[src/rtl/accel_pkg.sv]
// Shared defaults and helpers for the accelerator datapath.
// Holds the PE/accumulator width defaults, the derived adder-tree depth
// and a generic signed saturation helper.
package accel_pkg;

  localparam int DEF_LANES = 16;
  localparam int DEF_DW    = 16;
  localparam int DEF_AW    = 16;
  localparam int DEF_ACC_W = 24;
  localparam int TREE_LVLS = $clog2(DEF_LANES);

  // Clamp a signed value to the range of an ow-bit signed number.
  function automatic logic signed [63:0] sat_clamp(input logic signed [63:0] v,
                                                   input int unsigned ow);
    logic signed [63:0] hi;
    logic signed [63:0] lo;
    hi = (64'sd1 <<< (ow - 1)) - 64'sd1;
    lo = -hi - 64'sd1;
    if (v > hi)      sat_clamp = hi;
    else if (v < lo) sat_clamp = lo;
    else             sat_clamp = v;
  endfunction

  // True when v does not fit in an ow-bit signed number.
  function automatic logic sat_hit(input logic signed [63:0] v,
                                   input int unsigned ow);
    logic signed [63:0] hi;
    logic signed [63:0] lo;
    hi = (64'sd1 <<< (ow - 1)) - 64'sd1;
    lo = -hi - 64'sd1;
    sat_hit = (v > hi) || (v < lo);
  endfunction

endpackage

[src/rtl/pe_adder_tree.sv]
// Pipelined LANES-input signed reduction tree with valid/last sideband.
// Stage 0 captures the products; stages 1..LVLS each add adjacent pairs.
// All stages are held at the final sum width; a level-l value only ever
// needs DW+l bits, so the unused upper/extra entries are constant zero.
// tag marks the youngest valid item as the last group of its neuron; a tag
// that hits the output stage is reflected combinationally on out_last.
module pe_adder_tree
  import accel_pkg::*;
#(
  parameter  int LANES = DEF_LANES,
  parameter  int DW    = DEF_DW,
  localparam int LVLS  = $clog2(LANES),
  localparam int SUM_W = DW + LVLS
) (
  input  logic                    clk,
  input  logic                    rst,
  input  logic                    in_valid,
  input  logic [LANES*DW-1:0]     in_data,
  input  logic                    tag,
  output logic                    out_valid,
  output logic                    out_last,
  output logic signed [SUM_W-1:0] out_sum,
  output logic                    any_valid
);

  logic signed [SUM_W-1:0] data_d [LVLS+1][LANES];
  logic signed [SUM_W-1:0] data_q [LVLS+1][LANES];
  logic [LVLS:0] valid_d, valid_q;
  logic [LVLS:0] last_d, last_q;
  logic [LVLS:0] tag_hit;

  // Datapath: capture products in stage 0, pairwise sums in later stages.
  always_comb begin
    for (int l = 0; l <= LVLS; l++) begin
      for (int i = 0; i < LANES; i++) data_d[l][i] = '0;
    end
    for (int i = 0; i < LANES; i++) begin
      data_d[0][i] = in_valid ? SUM_W'($signed(in_data[i*DW +: DW])) : data_q[0][i];
    end
    for (int l = 1; l <= LVLS; l++) begin
      for (int i = 0; i < (LANES >> l); i++) begin
        data_d[l][i] = data_q[l-1][2*i] + data_q[l-1][2*i+1];
      end
    end
  end

  // Data stages carry no reset; valid bits qualify them.
  always_ff @(posedge clk) begin
    data_q <= data_d;
  end

  // Sideband: shift valid/last, applying a tag to the youngest valid item.
  always_comb begin
    logic seen;
    seen    = 1'b0;
    tag_hit = '0;
    for (int k = 0; k <= LVLS; k++) begin
      tag_hit[k] = tag & valid_q[k] & ~seen;
      seen       = seen | valid_q[k];
    end
    valid_d    = '0;
    last_d     = '0;
    valid_d[0] = in_valid;
    for (int k = 1; k <= LVLS; k++) begin
      valid_d[k] = valid_q[k-1];
      last_d[k]  = valid_q[k-1] & (last_q[k-1] | tag_hit[k-1]);
    end
  end

  // Sideband registers, cleared by reset so in-flight groups are dropped.
  always_ff @(posedge clk) begin
    if (!rst) begin
      valid_q <= '0;
      last_q  <= '0;
    end else begin
      valid_q <= valid_d;
      last_q  <= last_d;
    end
  end

  assign out_valid = valid_q[LVLS];
  assign out_last  = last_q[LVLS] | tag_hit[LVLS];
  assign out_sum   = data_q[LVLS][0];
  assign any_valid = |valid_q;

endmodule

[src/rtl/neuron_accumulator.sv]
// Neuron accumulator: reduces each MAC group's PE products, accumulates
// group sums per neuron and writes the saturated result to output BRAM.
// Optional feature macro ACC_RELU_EN: clamp negative results to zero.
//
// Handshakes: add_done/prod_data and neuron_done/out_addr are single-cycle
// valid pulses with no ready (the upstream FSM guarantees spacing);
// wr_en is a one-cycle valid strobe qualifying wr_addr/wr_data, no ready.
module neuron_accumulator
  import accel_pkg::*;
#(
  parameter int LANES = DEF_LANES,
  parameter int DW    = DEF_DW,
  parameter int AW    = DEF_AW,
  parameter int ACC_W = DEF_ACC_W
) (
  input  logic                clk,
  input  logic                rst,
  input  logic [LANES*DW-1:0] prod_data,
  input  logic                add_done,
  input  logic                neuron_done,
  input  logic [AW-1:0]       out_addr,
  output logic                wr_en,
  output logic [AW-1:0]       wr_addr,
  output logic [DW-1:0]       wr_data,
  output logic                busy,
  output logic                ovf,
  output logic                err
);

  localparam int SUM_W = DW + $clog2(LANES);

  logic                    tree_valid, tree_last, tree_any;
  logic signed [SUM_W-1:0] tree_sum;

  logic signed [ACC_W-1:0] acc_d, acc_q;
  logic [AW-1:0]           addr_d, addr_q;
  logic                    wr_en_d, wr_en_q;
  logic [AW-1:0]           wr_addr_d, wr_addr_q;
  logic [DW-1:0]           wr_data_d, wr_data_q;
  logic                    ovf_d, ovf_q;
  logic                    err_d, err_q;

  logic signed [ACC_W:0]   acc_sum;
  logic signed [ACC_W-1:0] acc_sat;
  logic signed [DW-1:0]    out_sat;

  pe_adder_tree #(.LANES(LANES), .DW(DW)) u_tree (
    .clk       (clk),
    .rst       (rst),
    .in_valid  (add_done),
    .in_data   (prod_data),
    .tag       (neuron_done),
    .out_valid (tree_valid),
    .out_last  (tree_last),
    .out_sum   (tree_sum),
    .any_valid (tree_any)
  );

  // Tagging, accumulation with saturation, and write generation.
  always_comb begin
    acc_d     = acc_q;
    addr_d    = addr_q;
    wr_en_d   = 1'b0;
    wr_addr_d = wr_addr_q;
    wr_data_d = wr_data_q;
    ovf_d     = ovf_q;
    err_d     = err_q;

    acc_sum = (ACC_W+1)'(acc_q) + (ACC_W+1)'(ACC_W'(tree_sum));
    acc_sat = ACC_W'(sat_clamp(64'(acc_sum), ACC_W));
    out_sat = DW'(sat_clamp(64'(acc_sat), DW));

    // A completion pulse with nothing in flight cannot be attributed.
    if (neuron_done) begin
      if (tree_any) addr_d = out_addr;
      else          err_d  = 1'b1;
    end

    if (tree_valid) begin
      if (sat_hit(64'(acc_sum), ACC_W)) ovf_d = 1'b1;
      if (tree_last) begin
        acc_d     = '0;
        wr_en_d   = 1'b1;
        wr_addr_d = addr_d;
        if (sat_hit(64'(acc_sat), DW)) ovf_d = 1'b1;
`ifdef ACC_RELU_EN
        wr_data_d = out_sat[DW-1] ? '0 : out_sat;
`else
        wr_data_d = out_sat;
`endif
      end else begin
        acc_d = acc_sat;
      end
    end
  end

  // Control and result registers.
  always_ff @(posedge clk) begin
    if (!rst) begin
      acc_q     <= '0;
      addr_q    <= '0;
      wr_en_q   <= 1'b0;
      wr_addr_q <= '0;
      wr_data_q <= '0;
      ovf_q     <= 1'b0;
      err_q     <= 1'b0;
    end else begin
      acc_q     <= acc_d;
      addr_q    <= addr_d;
      wr_en_q   <= wr_en_d;
      wr_addr_q <= wr_addr_d;
      wr_data_q <= wr_data_d;
      ovf_q     <= ovf_d;
      err_q     <= err_d;
    end
  end

  assign wr_en   = wr_en_q;
  assign wr_addr = wr_addr_q;
  assign wr_data = wr_data_q;
  assign ovf     = ovf_q;
  assign err     = err_q;
  assign busy    = tree_any | wr_en_q;

endmodule

[config.mk]
export PLATFORM = sky130hd
export DESIGN_NAME = neuron_accumulator
export DESIGN_NICKNAME = d
export VERILOG_FILES = /design/src/rtl/accel_pkg.sv /design/src/rtl/pe_adder_tree.sv /design/src/rtl/neuron_accumulator.sv
export SDC_FILE = /design/constraint.sdc
export NUM_CORES = 1
export LEC_CHECK = 0
export ABC_AREA = 1
export CAP_MARGIN = 20
export CELL_PAD_IN_SITES_DETAIL_PLACEMENT = 1
export CELL_PAD_IN_SITES_GLOBAL_PLACEMENT = 1
export CORE_ASPECT_RATIO = 0.9
export CORE_MARGIN = 10
export CORE_UTILIZATION = 45
export CTS_BUF_LIST = sky130_fd_sc_hd__clkbuf_8
export DETAILED_ROUTE_END_ITERATION = 7
export PLACE_DENSITY_LB_ADDON = 0.15
export SYNTH_ARGS = -nofsm -noshare
export SYNTH_HDL_FRONTEND = slang
export SYNTH_HIERARCHICAL = 1
export SYNTH_SLANG_ARGS = --single-unit
[constraint.sdc]
create_clock -name clk -period 3.6 [get_ports clk]
set_clock_uncertainty 0.2 [all_clocks]
set_input_delay 0.54 -clock clk [delete_from_list [all_inputs] [get_ports clk]]
set_output_delay 0.54 -clock clk [all_outputs]
set_load 0.03 [all_outputs]
==> results.py, run 1 <==
metrics = {
    "outcome": {
        "status": "finished, final reports clean",
    },
    "sta": {
        "worst_pin_slew_ps": 647,
        "drv_slew": 0,
        "hold_violations": 0,
        "min_period_ps": 3200,
        "rsz0062_at_grt": "no",
        "slew_headroom_pct": 56.9,
        "final.period_utilization_pct": 88.8,
        "setup_violations": 0,
        "max_freq_mhz": 313,
        "whs_ps": 153,
        "fin_setup_tns_ps": 0,
    },
    "grt": {
        "grt_pass1_vias": 29000,
        "antenna_found_initial": 1,
        "grt_max_degree": 70,
        "grt-ovfl-total": 0,
        "grt_pass1_wl_mm": 148,
        "grt.total_usage_pct": 21.7,
    },
    "synthesis": {
        "syn_nets": 4565,
        "yosysUniqueCellTypes": 43,
        "postSynthCellCount": 3998,
        "synthFlopType": "dfxtp_1",
        "synthesis.area_mm2": 0.0324,
        "ys_seq_elements": 608,
        "synth-warning-count": 6,
        "seq_area_frac_synth_pct": 45.4,
        "synth_edf_count": 256,
        "syn_area_per_cell_um2": 8.11,
        "synthArstFlopShare_pct": 0,
    },
    "finish": {
        "fillerInstances": 8686,
        "syn2layout_area_growth_pct": 20.0,
        "stdcell_count": 5425,
        "drive_above_1_share_pct": 6.06,
        "multi_input_area_mm2": 0.0157,
        "final_cell_mix": "1,289 x nand2_1, 483 x inv_1, 352 x dfxtp_1, 310 x clkdlybuf4s50_1, 306 x nor2_1",
        "area.sequential_mm2": 0.0147,
        "utilization_pct": 54.4,
        "final_nets": 4952,
        "mostFrequentLayoutCell": "nand2_1",
    },
    "routing": {
        "first_pass_iters": 5,
        "drt_iter0_drc": 1238,
        "num_vias": 26900,
        "drc_errors": 0,
        "wl_per_cell_um": 16.8,
        "drt-total-wl_mm": 90.9,
        "antenna_left": 0,
        "routed_via_density": 4.96,
    },
    "hold_path": {
        "hp-class": "input pin to register",
    },
    "clock_network": {
        "numCtsBuffers": 100,
        "cts_tree": "built",
        "ctsHtreeMaxLevel": 3,
        "postCtsSetupBuffers": 0,
        "holdBufCountCts": 0,
        "cts_sinks": 608,
        "cts-resized-gates": 0,
        "cts_buffer_depth": 3,
        "cts_root_buf": "clkbuf_8",
        "clk_pin_slew_ps": 70,
        "worstSkewPairLatency_ps": 720,
    },
    "power": {
        "power.density_mw_per_mm2": 771,
        "cellLeakagePower_uw": 0.0188,
        "max-vdd-ir-drop_uv": 299,
    },
    "run": {
        "cap_violations": 0,
    },
    "floorplanning": {
        "ios": 312,
        "coreArea_mm2": 0.0716,
        "die_area_mm2": 0.0832,
        "die_x_um": 303,
        "die_y_um": 275,
        "start_util_pct": 45.3,
        "num_rows": 93,
    },
    "critical_path": {
        "r2r-start": "acc_q[0]$_SDFFE_PN0P_",
        "path_class": "register to register",
        "r2r-end": "wr_data[2]$_SDFFE_PN0P_",
        "regToRegSetupSlack_ps": 400,
        "start_kind": "register",
        "cp.arrival_ps": 3580,
        "worstSetupEndpoint": "wr_data[2]$_SDFFE_PN0P_",
        "crit_start": "acc_q[0]$_SDFFE_PN0P_",
        "reg2regPathDepth": 20,
        "cp-end-kind": "register",
        "required_ps": 3990,
        "path_max_fanout": 24,
    },
    "placed_design": {
        "dpl.hpwl_mm": 72.9,
        "portBuffers": 311,
        "gp_congestion": 0.868,
        "place_inst": 5233,
    },
}
## cells in the mapped netlist (9+ instances only)
| master | n | share of area, % |
|---|---|---|
| clkbuf_1 | 18 | 0.21 |
| nand3_1 | 250 | 3.9 |
| xor2_1 | 105 | 2.8 |
| o21ai_0 | 96 | 1.5 |
| nand2_1 | 1289 | 15 |
| inv_1 | 461 | 5.3 |
| nor2_1 | 306 | 3.5 |
| nor2_2 | 11 | 0.21 |
| a21oi_1 | 269 | 4.1 |
| fa_1 | 16 | 0.99 |
| o211ai_1 | 16 | 0.37 |
| o21ai_1 | 11 | 0.17 |
| a21oi_2 | 12 | 0.32 |
| nor3_1 | 36 | 0.56 |
| xnor2_1 | 24 | 0.65 |
| edfxtp_1 | 256 | 24 |
| nand3_2 | 11 | 0.34 |
| mux2i_1 | 16 | 0.49 |
| dfxtp_1 | 352 | 22 |
| nand3b_1 | 9 | 0.21 |
| buf_4 | 20 | 0.46 |
| nand2_2 | 36 | 0.69 |
| a21o_1 | 9 | 0.21 |
| ha_1 | 275 | 11 |
| nand4_1 | 24 | 0.46 |
| and2_1 | 29 | 0.56 |
| inv_2 | 9 | 0.10 |
## report_power, final
part	internal [µW]	switching (µW)
logic	4760	8770
registers	8850	800
clock network	3880	2960
## how the worst min path moves through the flow
stage | from | end | slack [ps] | cells after the start
global placement | u_tree/last_q[3]$_SDFF_PN0_ | u_tree/last_q[4]$_SDFF_PN0_ | 220 | 2
CTS | add_done | u_tree/data_q[1363]$_DFFE_PP_ | 80 | 1
global route | add_done | u_tree/data_q[1385]$_DFFE_PP_ | 130 | 1
finish | add_done | u_tree/data_q[1385]$_DFFE_PP_ | 150 | 1
detailed placement | u_tree/data_q[940]$_DFF_P_ | u_tree/data_q[620]$_DFF_P_ | 230 | 1
floorplan | u_tree/last_q[3]$_SDFF_PN0_ | u_tree/last_q[4]$_SDFF_PN0_ | 210 | 2
## layer usage
layer,share of wire [%],track usage (%),vias to the layer above
li1,-,-,13800
met1,47,28.1,12700
met2,48,37.1,355
met3,3.4,3.51,107
met4,2.0,5.50,0
met5,0,0,-
## worst max-delay path, cell delays in order (launching register included)
cell	delay, ps
dfxtp_1	340
ha_1	170
inv_1	60
fa_1	410
inv_1	90
nand2_1	50
nand2_1	70
nand3_1	120
nand2_2	140
nand2_2	70
nand3_1	90
nand2_1	90
nand2_4	120
inv_4	60
nand2_4	190
nand2_2	110
nor2_1	120
nand2_1	90
a21oi_2	130
buf_4	250
a21oi_1	90
## cell families after synthesis
family | after synthesis | synth area share, %
flops | 608 | 45.4
fa+ha+maj | 291 | 11.6
buf+inv | 516 | 6.33
xor+xnor | 129 | 3.48
compound gates | 424 | 6.95
simple gates | 2014 | 25.7
mux | 16 | 0.494
## stage by stage
stage	cell area [µm²]	power (µW)	setup slack, ps
finish	38900	30000	405
global route	38900	32600	79.2
CTS	38900	30300	415
detailed placement	36600	23300	421
global placement	36600	22900	562
floorplan	32400	19300	782
## final cells by class
| type | instances | share of cell area, % |
|---|---|---|
| flip-flops and latches | 608 | 37.8 |
| repair buffers | 329 | 8.42 |
| well taps | 950 | 3.05 |
| clock inverters | 68 | 1.62 |
| multi-input cells | 2874 | 40.2 |
| clock buffers | 121 | 4.28 |
| diodes | 3 | 0.0193 |
| inverters | 472 | 4.56 |
## sequential cells by signal, indices dropped and copies added, names as in the netlist
| name | flops |
|---|---|
| u_tree/last_q | 4 |
| wr_data | 16 |
| ovf | 1 |
| addr_q | 16 |
| acc_q | 24 |
| u_tree/valid_q | 5 |
| u_tree/data_q | 504 |
| err | 1 |
| wr_addr | 16 |
| u_tree/out_sum | 20 |
| wr_en | 1 |
Power figures use the tool's default switching activity.
==> run 2, diff against run 1 <==
- CAP_MARGIN: 20 -> not set
==> results of run 2 <==
The final DEF is identical to that of run 1; final timing and power are the same.
==> run 3, diff against run 2 <==
- CORE_MARGIN: 10 -> not set
==> run 3 against run 2 <==
Compared with the run above: clock power decreased by 4.4%; highest routed layer unchanged; sequential power about the same; register-to-register slack about the same; sequential share of layout area increased by 0.099 points; fmax increased by 0.38%; worst setup slack improved by 12 ps; routed wire length decreased by 3.8%; die area decreased by 12%; final area decreased by 0.26%.
==> results.py, run 3 (synthesis results as in run 1) <==
metrics = {
    "routing": {
        "drc_errors": 0,
        "drt-total-wl_mm": 87.5,
        "antenna_left": 0,
        "highest_layer": "met4",
        "first_pass_iters": 5,
        "wl_per_cell_um": 16.2,
        "num_vias": 27100,
        "met1_length_mm": 42.3,
        "met2_length_mm": 41.0,
        "dr_wl_met3_mm": 2.71,
        "routed_via_density": 5.01,
        "drt_iter0_drc": 1125,
    },
    "placed_design": {
        "postPlaceCellArea_mm2": 0.0366,
        "gp_congestion": 0.879,
        "portBuffers": 311,
        "dpl.hpwl_mm": 69.5,
    },
    "critical_path": {
        "regToRegSetupSlack_ps": 420,
        "cp.arrival_ps": 3590,
        "cp-end-kind": "register",
        "path_class": "register to register",
        "required_ps": 4010,
        "path_max_fanout": 24,
        "start_kind": "register",
    },
    "grt": {
        "grt-ovfl-total": 0,
        "grt.total_usage_pct": 24.1,
        "grt_pass1_wl_mm": 143,
        "grt_max_degree": 77,
        "grt_pass1_vias": 28500,
        "antenna_found_initial": 2,
    },
    "finish": {
        "drive_above_1_share_pct": 5.83,
        "fillerInstances": 8654,
        "top_register": "u_tree/data_q",
        "final_cell_mix": "1,289 x nand2_1, 491 x inv_1, 352 x dfxtp_1, 310 x clkdlybuf4s50_1, 306 x nor2_1",
        "final_nets": 4949,
        "largest_reg_flops": 504,
        "syn2layout_area_growth_pct": 19.7,
        "mostFrequentLayoutCell": "nand2_1",
        "final_cell_area_mm2": 0.0388,
    },
    "floorplanning": {
        "die_area_mm2": 0.0732,
        "die_x_um": 285,
        "die_y_um": 257,
        "num_rows": 93,
        "coreArea_mm2": 0.0714,
        "ios": 312,
        "start_util_pct": 45.4,
    },
    "power": {
        "max-vdd-ir-drop_uv": 376,
        "cellLeakagePower_uw": 0.0187,
        "power.density_mw_per_mm2": 764,
    },
    "clock_network": {
        "numCtsBuffers": 102,
        "cts-resized-gates": 0,
        "cts_root_buf": "clkbuf_8",
        "postCtsSetupBuffers": 0,
        "cts_sinks": 608,
        "cts_tree": "built",
        "holdBufCountCts": 0,
        "clk_pin_slew_ps": 60,
        "ctsHtreeMaxLevel": 3,
        "worstSkewPairLatency_ps": 730,
        "cts_buffer_depth": 3,
    },
    "sta": {
        "setup_violations": 0,
        "hold_violations": 0,
        "max_freq_mhz": 314,
        "fin_setup_tns_ps": 0,
        "rsz0062_at_grt": "no",
        "drv_slew": 0,
        "min_period_ps": 3180,
        "slew_headroom_pct": 50.7,
        "worst_pin_slew_ps": 740,
        "final.period_utilization_pct": 88.4,
    },
    "run": {
        "cap_violations": 0,
    },
    "outcome": {
        "status": "finished, final reports clean",
    },
    "hold_path": {
        "hp-class": "input pin to register",
    },
}
==> run 3: cell types whose count changed in the layout (fill, tap and decap cells not counted), sizes merged <==
cell      change
clkbuf       +10
clkinv       -10
inv           +7
bufinv        -6
buf           -5
clkinvlp      -5
diode         -1
==> run 3: per-layer routing <==
metal	vias up	GRT usage, %
met5	-	0
met4	0	5.35
met3	105	3.65
met2	374	40.9
met1	12800	32.2
li1	13800	-
==> run 3: power by group <==
part | switching [µW] | internal (µW) | total (µW)
logic | 8710 | 4750 | 13500
clock network | 2900 | 3640 | 6540
registers | 809 | 8850 | 9660
==> run 3: path summary, 6_finish.rpt <==
| path | start | to | cells past startpoint |
|---|---|---|---|
| max reg2reg | acc_q[0]$_SDFFE_PN0P_ | wr_data[2]$_SDFFE_PN0P_ | 20 |
| max | acc_q[0]$_SDFFE_PN0P_ | wr_data[2]$_SDFFE_PN0P_ | 20 |
| min reg2reg | u_tree/last_q[2]$_SDFF_PN0_ | u_tree/last_q[3]$_SDFF_PN0_ | 2 |
| min | prod_data[116] | u_tree/data_q[1444]$_DFFE_PP_ | 1 |
==> run 3: stage by stage <==
step | total power (µW) | instances | hold slack [ps] | util, % | setup slack, ps
2_1_floorplan | 19300 | 3998 | 212 | - | 782
3_3_place_gp | 22800 | 5228 | 223 | 51.3 | 560
3_5_place_dp | 23200 | 5228 | 231 | 51.3 | 432
4_1_cts | 29900 | 5413 | 95.2 | 54.3 | 425
5_1_grt | 32200 | 5415 | 90.1 | 54.4 | 158
6_report | 29700 | 5415 | 158 | 54.4 | 417
==> run 3: worst max-delay path, cell delays in order, from the launching register on <==
cell	delay (ps)
dfxtp_1	330
ha_1	170
inv_1	60
fa_1	400
inv_1	90
nand2_1	50
nand2_1	80
nand3_1	120
nand2_2	130
nand2_2	70
nand3_1	80
nand2_1	90
nand2_4	130
inv_4	60
nand2_4	190
nand2_2	100
nor2_1	140
nand2_1	110
a21oi_2	120
buf_4	240
a21oi_1	90
==> run 3: layout make-up <==
type                    instances  area (µm²)  area share (%)
well taps                     950        1190            3.06
inverters                     472        1770            4.57
multi-input cells            2874       15700            40.3
clock buffers                 131        1800            4.64
diodes                          2        5.00          0.0129
clock inverters                54         407            1.05
repair buffers                324        3270            8.41
flip-flops and latches        608       14700            37.9
